`src/rtl/alu_pkg.sv`:
```
// Shared opcodes, instruction layout and FSM state type for the ALU issue front-end.
package alu_pkg;

    localparam int DATA_W     = 8;
    localparam int REG_ADDR_W = 2;
    localparam int OP_W       = 3;
    localparam int INSTR_W    = 16;

    localparam logic [OP_W-1:0] OP_ADD  = 3'd0;
    localparam logic [OP_W-1:0] OP_SUB  = 3'd1;
    localparam logic [OP_W-1:0] OP_LSL  = 3'd2;
    localparam logic [OP_W-1:0] OP_LSR  = 3'd3;
    localparam logic [OP_W-1:0] OP_AND  = 3'd4;
    localparam logic [OP_W-1:0] OP_OR   = 3'd5;
    localparam logic [OP_W-1:0] OP_XOR  = 3'd6;
    localparam logic [OP_W-1:0] OP_NAND = 3'd7;

    localparam int OP_LSB      = 13;
    localparam int RD_LSB      = 11;
    localparam int RA_LSB      = 9;
    localparam int USE_IMM_BIT = 8;
    localparam int IMM_LSB     = 0;
    localparam int RB_LSB      = 0;

    // Field order matches the bit layout, so a 16-bit word casts straight into this struct.
    typedef struct packed {
        logic [OP_W-1:0]       op;
        logic [REG_ADDR_W-1:0] rd;
        logic [REG_ADDR_W-1:0] ra;
        logic                  use_imm;
        logic [DATA_W-1:0]     imm;
    } instr_t;

    typedef enum logic {
        ST_IDLE = 1'b0,
        ST_EXEC = 1'b1
    } state_t;

endpackage

```
`src/rtl/instr_fifo.sv`:
```
// Synchronous instruction FIFO; pointers carry an extra wrap bit to separate full from empty.
module instr_fifo #(
    parameter int WIDTH = 16,
    parameter int DEPTH = 4
) (
    input  logic             clk,
    input  logic             rst,
    input  logic             push,
    input  logic             pop,
    input  logic [WIDTH-1:0] din,
    output logic             full,
    output logic             empty,
    output logic [WIDTH-1:0] dout
);

    localparam int AW = $clog2(DEPTH);

    logic [AW:0]      r_wr_ptr;
    logic [AW:0]      r_rd_ptr;
    logic [WIDTH-1:0] r_mem [0:DEPTH-1];
    logic             w_do_pop;
    logic             w_do_push;

    assign empty     = (r_wr_ptr == r_rd_ptr);
    assign full      = (r_wr_ptr[AW] != r_rd_ptr[AW]) && (r_wr_ptr[AW-1:0] == r_rd_ptr[AW-1:0]);
    assign dout      = r_mem[r_rd_ptr[AW-1:0]];
    assign w_do_pop  = pop && !empty;
    // A simultaneous pop frees the slot, so a full FIFO may still take a push and stay full.
    assign w_do_push = push && (!full || w_do_pop);

    // Pointer update.
    always_ff @(posedge clk or posedge rst) begin
        if (rst) begin
            r_wr_ptr <= '0;
            r_rd_ptr <= '0;
        end else begin
            if (w_do_push) r_wr_ptr <= r_wr_ptr + {{AW{1'b0}}, 1'b1};
            if (w_do_pop)  r_rd_ptr <= r_rd_ptr + {{AW{1'b0}}, 1'b1};
        end
    end

    // Storage write.
    always_ff @(posedge clk) begin
        if (w_do_push) r_mem[r_wr_ptr[AW-1:0]] <= din;
    end

endmodule

```
`src/rtl/alu_issue_unit.sv`:
```
// Issue front-end for the external combinational ALU: FIFO pop, operand fetch,
// result writeback to the 4x8 register file and result reporting.
module alu_issue_unit
    import alu_pkg::*;
#(
    parameter int FIFO_DEPTH = 4
) (
    input  logic                  clk,
    input  logic                  rst,
    input  logic                  in_valid,
    output logic                  in_ready,
    input  logic [INSTR_W-1:0]    in_instr,
    output logic [OP_W-1:0]       alu_opcode,
    output logic [DATA_W-1:0]     alu_a,
    output logic [DATA_W-1:0]     alu_b,
    input  logic [DATA_W-1:0]     alu_result,
    output logic                  out_valid,
    output logic [REG_ADDR_W-1:0] out_rd,
    output logic [DATA_W-1:0]     out_data,
    output logic                  out_zero,
    output logic                  busy,
    input  logic [REG_ADDR_W-1:0] dbg_addr,
    output logic [DATA_W-1:0]     dbg_data
);

    localparam int NREGS = 1 << REG_ADDR_W;

    state_t                r_state;
    logic [DATA_W-1:0]     r_rf [0:NREGS-1];
    logic [REG_ADDR_W-1:0] r_rd;
    logic [OP_W-1:0]       r_alu_opcode;
    logic [DATA_W-1:0]     r_alu_a;
    logic [DATA_W-1:0]     r_alu_b;
    logic                  r_out_valid;
    logic [REG_ADDR_W-1:0] r_out_rd;
    logic [DATA_W-1:0]     r_out_data;
    logic                  r_out_zero;

    logic                  w_full;
    logic                  w_empty;
    logic                  w_push;
    logic                  w_pop;
    logic [INSTR_W-1:0]    w_head;
    instr_t                w_instr;

    // r0 always reads as zero regardless of what the storage holds.
    function automatic logic [DATA_W-1:0] rf_read(input logic [REG_ADDR_W-1:0] addr);
        return (addr == {REG_ADDR_W{1'b0}}) ? {DATA_W{1'b0}} : r_rf[addr];
    endfunction

    assign w_push  = in_valid && !w_full;
    assign w_pop   = (r_state == ST_IDLE) && !w_empty;
    assign w_instr = instr_t'(w_head);

    instr_fifo #(
        .WIDTH (INSTR_W),
        .DEPTH (FIFO_DEPTH)
    ) u_fifo (
        .clk   (clk),
        .rst   (rst),
        .push  (w_push),
        .pop   (w_pop),
        .din   (in_instr),
        .full  (w_full),
        .empty (w_empty),
        .dout  (w_head)
    );

    // Issue/writeback FSM together with the register file it updates.
    always_ff @(posedge clk or posedge rst) begin
        if (rst) begin
            r_state      <= ST_IDLE;
            r_rd         <= {REG_ADDR_W{1'b0}};
            r_alu_opcode <= {OP_W{1'b0}};
            r_alu_a      <= {DATA_W{1'b0}};
            r_alu_b      <= {DATA_W{1'b0}};
            r_out_valid  <= 1'b0;
            r_out_rd     <= {REG_ADDR_W{1'b0}};
            r_out_data   <= {DATA_W{1'b0}};
            r_out_zero   <= 1'b0;
            for (int i = 0; i < NREGS; i++) r_rf[i] <= {DATA_W{1'b0}};
        end else begin
            r_out_valid <= 1'b0;
            case (r_state)
                ST_IDLE: begin
                    if (!w_empty) begin
                        r_state      <= ST_EXEC;
                        r_alu_opcode <= w_instr.op;
                        r_alu_a      <= rf_read(w_instr.ra);
                        r_alu_b      <= w_instr.use_imm ? w_instr.imm
                                                        : rf_read(w_instr.imm[RB_LSB +: REG_ADDR_W]);
                        r_rd         <= w_instr.rd;
                    end
                end
                ST_EXEC: begin
                    if (r_rd != {REG_ADDR_W{1'b0}}) r_rf[r_rd] <= alu_result;
                    r_out_valid <= 1'b1;
                    r_out_rd    <= r_rd;
                    r_out_data  <= alu_result;
                    r_out_zero  <= (alu_result == {DATA_W{1'b0}});
                    r_state     <= ST_IDLE;
                end
                default: r_state <= ST_IDLE;
            endcase
        end
    end

    assign in_ready   = !w_full;
    assign busy       = !w_empty || (r_state == ST_EXEC);
    assign alu_opcode = r_alu_opcode;
    assign alu_a      = r_alu_a;
    assign alu_b      = r_alu_b;
    assign out_valid  = r_out_valid;
    assign out_rd     = r_out_rd;
    assign out_data   = r_out_data;
    assign out_zero   = r_out_zero;
    assign dbg_data   = rf_read(dbg_addr);

endmodule

```
`config.mk`:
```
export PLATFORM = sky130hd
export DESIGN_NAME = alu_issue_unit
export DESIGN_NICKNAME = d
export VERILOG_FILES = /design/src/rtl/alu_pkg.sv /design/src/rtl/instr_fifo.sv /design/src/rtl/alu_issue_unit.sv
export SDC_FILE = /design/constraint.sdc
export NUM_CORES = 1
export LEC_CHECK = 0
export CAP_MARGIN = 10
export CORE_ASPECT_RATIO = 1.2
export CORE_MARGIN = 5
export CORE_UTILIZATION = 35
export CTS_CLUSTER_SIZE = 16
export DETAILED_ROUTE_END_ITERATION = 8
export SLEW_MARGIN = 20
export SYNTH_ARGS = -nofsm -noshare
export SYNTH_HDL_FRONTEND = slang
export SYNTH_SLANG_ARGS = --single-unit
```
`constraint.sdc`:
```
create_clock -name clk -period 5.36 [get_ports clk]
set_input_delay 1.608 -clock clk [delete_from_list [all_inputs] [get_ports clk]]
set_output_delay 1.608 -clock clk [all_outputs]
set_load 0.03 [all_outputs]
```
; ---- After elaboration in Yosys (flattened, before gate mapping)
; Memories as Yosys holds them, arrays and structs flattened.
; Index checks and enable logic that the tools add are counted.
[op_classes]
addsub = 2
magnitude_cmp = 5
n_eq_ne = 3
mux = 21
bitwise_logic = 6
n_reduce_logical = 17
[ops]
columns = cell, n
row1 = 2-to-1 mux 8 bit, 11
row2 = binary-select mux 8 bit (select 2 bit), 3
row3 = bitwise mux 32 bit, 1
row4 = demux 8 bit (select 2 bit), 1
row5 = >= comparator 3 bit (second input constant), 4
row6 = NOT 2 -> 3 bit, 4
row7 = logical NOT 8 bit, 1
row8 = adder 3 x 1 -> 3 bit (second input constant), 2
row9 = logical AND 1 bit, 6
row10 = logical NOT 2 bit, 3
row11 = 2-to-1 mux 1 bit, 4
row12 = AND reduction 2 bit, 2
row13 = equality test 3 bit, 1
row14 = < comparator 3 x 1 -> 1 bit (second input constant), 1
row15 = equality test 2 bit, 1
row16 = logical NOT 1 bit, 2
row17 = logical OR 1 bit, 2
row18 = NOT 1 bit, 2
row19 = one-hot mux 1 bit (2 select lines), 1
row20 = nonzero test 2 bit, 1
row21 = != test 1 bit, 1
[word_totals]
register_bits = 72
ramBits = 64
input_bits = 29
out_inout_bits = 41
elab_cells = 70
memories = 1
[mem_list]
columns = name, depth, word_bits, read_ports, rd_ports_with_merged_regs, write_ports, line
row1 = u_fifo.r_mem, 4, 16, 1, 0, 1, instr_fifo.sv:20  ; logic [WIDTH-1:0] r_mem [0:DEPTH-1];

; ---- Depth between registers and ports, before layout
[depth]
word_depth = 8
ltp_mapped = 7
ltp_nobuf = 4

; ---- Cells and area by module
; Synthesis repeated with hierarchy kept, for this count alone.
[unflattened]
hier_cells = 338
hier_area_um2 = 5551.6
[by_module_without_submodules]
columns = mod, instances, cells_each, area_per_inst_um2, seq_area_each_um2
row1 = alu_issue_unit, 1, 218, 2776.4, 1451.4
row2 = instr_fifo, 1, 120, 2775.2, 2072.0

; ---- Worst setup path before layout
; Ideal clock, no wire load.
[synth_timing]
kind = input-to-output
start = in dbg_addr[1]
end = out dbg_data[0]
arrival_time_ns = 2.631
required_ns = 3.752
setup_slack_ns = 1.121
stages = 4
n_path_buf = 2
path_cell_list = clkbuf_1 > nor2b_1 > clkbuf_1 > a22o_1
[synth_between]
elab_chain_cells = 5
word_cells_on_any_way = 6
cone_classes = mux (4) / bitwise (1) / reduce/logical (1)
[synth_lines]
columns = item, line
row1 = start: declaration, alu_issue_unit.sv:22  ; input logic [REG_ADDR_W-1:0] dbg_addr,
row2 = NOT 2 -> 3 bit (implied by the code), alu_issue_unit.sv:48  ; return (addr == {REG_ADDR_W{1'b0}}) ? {DATA_W{1'b0}} : r_rf[addr];
row3 = binary-select mux 8 bit (select 2 bit), alu_issue_unit.sv:48
row4 = 2-to-1 mux 8 bit (implied by the code) (2 in a row), alu_issue_unit.sv:48
row5 = 2-to-1 mux 8 bit (*), alu_issue_unit.sv:48
row6 = end: declaration, alu_issue_unit.sv:23  ; output logic [DATA_W-1:0] dbg_data
; Every way passes the cells marked *; elsewhere a longest branch is shown, timed or not. The select of a mux whose other input is x is not followed.

; ---- Worst setup path after layout
[layout_timing]
start = in dbg_addr[1]
end = out dbg_data[1]
; The elaborated chain is that of the path after synthesis.

==> impl_metrics.json <==
{
  "status": "finished, final reports clean",
  "clock_latency_reported_for_the_late_side_of_the_worst_skew_pair_ns": 0.41,
  "worstReg2RegStart": "u_fifo.r_rd_ptr[0]",
  "num-nets-final": 442,
  "post_synth_num_cell_types": 36,
  "power_leakage_uw": 0.00261,
  "grt_use_met3_pct": 4.33,
  "placement_rows": 49,
  "fp.dieArea_um2": 18000,
  "min_period_ns": 5.10,
  "finClkSkew_ns": 0.0116,
  "reg2reg_slack_ns": 2.70,
  "min_delay_worst_endpoint": "out_data[2]",
  "tritoncts": "yes",
  "cts-buffers-inserted": 17,
  "core-area_um2": 15100,
  "netlist_area_um2": 5400,
  "stdcell_count": 625,
  "post_cts_hold_buffer_count": 0,
  "startpoint_type": "input port",
  "yosysSeqAreaShare_pct": 65.2,
  "met1_usage_pct": 17.5,
  "min_delay_path_depth": 1,
  "grt_max_degree": 43,
  "dp.final_hpwl_um": 8060,
  "post_route_cells_drive_above_1_share_pct": 24.5,
  "synth_top_flop_cell": "sky130_fd_sc_hd__edfxtp_1",
  "finalWeightedCongestion": 0.764,
  "worst_pin_slew_ns": 0.925,
  "synth_enable_flop_cells": 64,
  "detailroute.via_count": 3051,
  "final-seq-area_um2": 3520,
  "setup_viol": 0,
  "setup-tns-final_ns": 0,
  "insertedDiodeCount": 0,
  "grt_use_total_pct": 14.1,
  "cellPowerDensity_nw_per_um2": 718,
  "unrepaired_setup_endpoints_after_global_routing": "no",
  "synth.net_count": 365,
  "cp_data_required_time_ns": 3.75,
  "floorplan.die.width_um": 123,
  "cp_max_fo": 9,
  "antenna_found_initial": 0,
  "regToRegEndpoint": "u_fifo.r_mem[3][15]",
  "post-cts-setup-buffer-count": 0,
  "final_hold_viols": 0,
  "syn_area_per_cell_um2": 16.3,
  "cts_repair_resizes": 0,
  "worstHoldPathType": "reg2reg",
  "grt_overflow": 0,
  "clock_path_buffers": 2,
  "drt.antenna.violating_nets": 0,
  "synth.largest_area_cell": "sky130_fd_sc_hd__edfxtp_1",
  "dieHeight_um": 146,
  "crit_path_category": "in2out",
  "postSynthCellCount": 331,
  "placed_area_um2": 6310,
  "routed_wl_um": 11800,
  "num_io_pins": 70,
  "violation_count_after_the_first_detailed_routing_iteration": 182,
  "placed_cells": 593,
  "worst-r2r-cell-count": 4,
  "initial_utilization_pct": 35.8,
  "worst_ir_drop_vdd_uv": 262,
  "clock.fmax_mhz": 196,
  "synth_seq_cells": 128,
  "via_count_of_the_first_global_routing_pass": 3449,
  "netlist.area_leader.share_pct": 35.6,
  "end_kind": "output port",
  "use_met2_pct": 23.7,
  "hold_path.startpoint": "out_data[2]",
  "yosysWarnings": 0,
  "drv_cap": 0,
  "h_tree_depth_reported_by_cts": 4,
  "path_clk_slew_ns": 0.05,
  "drtPass1Iterations": 4,
  "async_flop_share_pct": 50.0,
  "post_synth_main_area_contributors": "sky130_fd_sc_hd__edfxtp_1 (36%), sky130_fd_sc_hd__dfrtp_1 (30%), sky130_fd_sc_hd__mux2_2 (10%)",
  "timing_max_transition_violations_final": 0,
  "ctsRootBufferMaster": "sky130_fd_sc_hd__clkbuf_16",
  "layout.cell_area.non_filler_um2": 6970,
  "detail_route.wl_per_cell_um": 18.9,
  "globalRoute.busiestLayer": "met2",
  "final_min_period_over_clock_period_pct": 95.2,
  "crit_arrival_ns": 3.49,
  "post-route-drc-count": 0,
  "buffer_ports.inserted": 69,
  "route.detailed.vias_per_inst": 4.88,
  "synth_top_cells_by_count": "sky130_fd_sc_hd__dfrtp_1 (64), sky130_fd_sc_hd__edfxtp_1 (64), sky130_fd_sc_hd__mux2_2 (48), sky130_fd_sc_hd__mux4_2 (15), sky130_fd_sc_hd__nor2_1 (15)",
  "area.growth.synth_to_final_pct": 28.9,
  "fill_cells": 1366,
  "multi_input_combinational_cell_area_um2": 1770,
  "clock_sinks": 128,
  "slew_headroom_pct": 38.2,
  "grt_pass1_wl_um": 19100
}
[worst max-delay path by stage]
stage	start	end	slack, ns	cells after the start
after floorplan	dbg_addr[1]	dbg_data[0]	1.12	4
after global placement	dbg_addr[1]	dbg_data[3]	0.33	5
after detailed placement	dbg_addr[1]	dbg_data[1]	0.26	4
after CTS	dbg_addr[1]	dbg_data[1]	0.25	4
after global routing	dbg_addr[1]	dbg_data[0]	0.19	5
final	dbg_addr[1]	dbg_data[1]	0.26	4
[flip-flops by register name, indices dropped and copies added, names as in the netlist]
signal and flops:
alu_opcode 3, u_fifo.r_wr_ptr 3, u_fifo.r_mem 64, out_rd 2, alu_b 8, out_data 8
out_zero 1, alu_a 8, out_valid 1, u_fifo.r_rd_ptr 3, r_rf 24, r_state 1
r_rd 2
[layout by cell type, fill, tap and decap left out, types with 4 or more instances in the layout]
cell,netlist,routed
sky130_fd_sc_hd__a21oi_1,9,9
sky130_fd_sc_hd__a22o_1,8,8
sky130_fd_sc_hd__a22oi_1,8,8
sky130_fd_sc_hd__a2bb2oi_1,6,6
sky130_fd_sc_hd__a31oi_1,8,8
sky130_fd_sc_hd__and2_1,4,4
sky130_fd_sc_hd__buf_4,1,6
sky130_fd_sc_hd__bufinv_16,0,6
sky130_fd_sc_hd__clkbuf_16,0,17
sky130_fd_sc_hd__clkdlybuf4s50_1,0,69
sky130_fd_sc_hd__dfrtp_1,64,64
sky130_fd_sc_hd__edfxtp_1,64,64
sky130_fd_sc_hd__ha_1,5,5
sky130_fd_sc_hd__inv_1,6,5
sky130_fd_sc_hd__mux2_1,8,8
sky130_fd_sc_hd__mux2_2,48,48
sky130_fd_sc_hd__mux2i_1,6,6
sky130_fd_sc_hd__mux4_2,15,15
sky130_fd_sc_hd__nand2_1,9,9
sky130_fd_sc_hd__nor2_1,15,15
sky130_fd_sc_hd__xnor2_1,5,5
[critical path, cell delays in order]
cell,delay (ns)
sky130_fd_sc_hd__clkdlybuf4s50_1,0.71
sky130_fd_sc_hd__mux2_2,0.40
sky130_fd_sc_hd__a22o_1,0.18
sky130_fd_sc_hd__clkdlybuf4s50_1,0.59
[area by class of cell]
class,count,area share (%)
multi-input combinational,180,25.4
inverter,6,0.323
clock inverter,12,3.05
timing repair buffer,75,10.6
tap,204,3.66
sequential,128,50.6
clock buffer,20,6.41
[routing by layer]
metal | routed length (um) | up-vias
met5 | 0 | -
met4 | 111 | 0
met3 | 580 | 11
met2 | 6100 | 69
met1 | 5050 | 1549
li1 | - | 1422
[power by group]
part | internal [uW] | switching, uW | total, uW
logic | 947 | 1090 | 2040
registers | 1420 | 257 | 1680
clock network | 879 | 400 | 1280
[logic make-up (layout without fill, tap and decap cells)]
group           count (synthesis)  after routing  share of synthesized area, %
buf+inv                        23            113                          2.22
xor+xnor                        8              8                          1.30
flops                         128            128                          65.2
mux                            79             79                          19.8
compound gates                 45             45                          6.04
simple gates                   43             43                          4.28
fa+ha+maj                       5              5                          1.16
[stage by stage]
stage	hold slack, ns	power (uW)	utilization (%)	worst slack (ns)
final	0.504	5000	46.2	0.260
after global routing	0.526	5290	46.2	0.190
after CTS	0.508	5070	46.2	0.246
after detailed placement	0.496	3770	41.8	0.260
after global placement	0.492	3730	41.8	0.333
after floorplan	0.352	3080	-	1.12
Note: power is estimated with default switching activity, not from simulation.
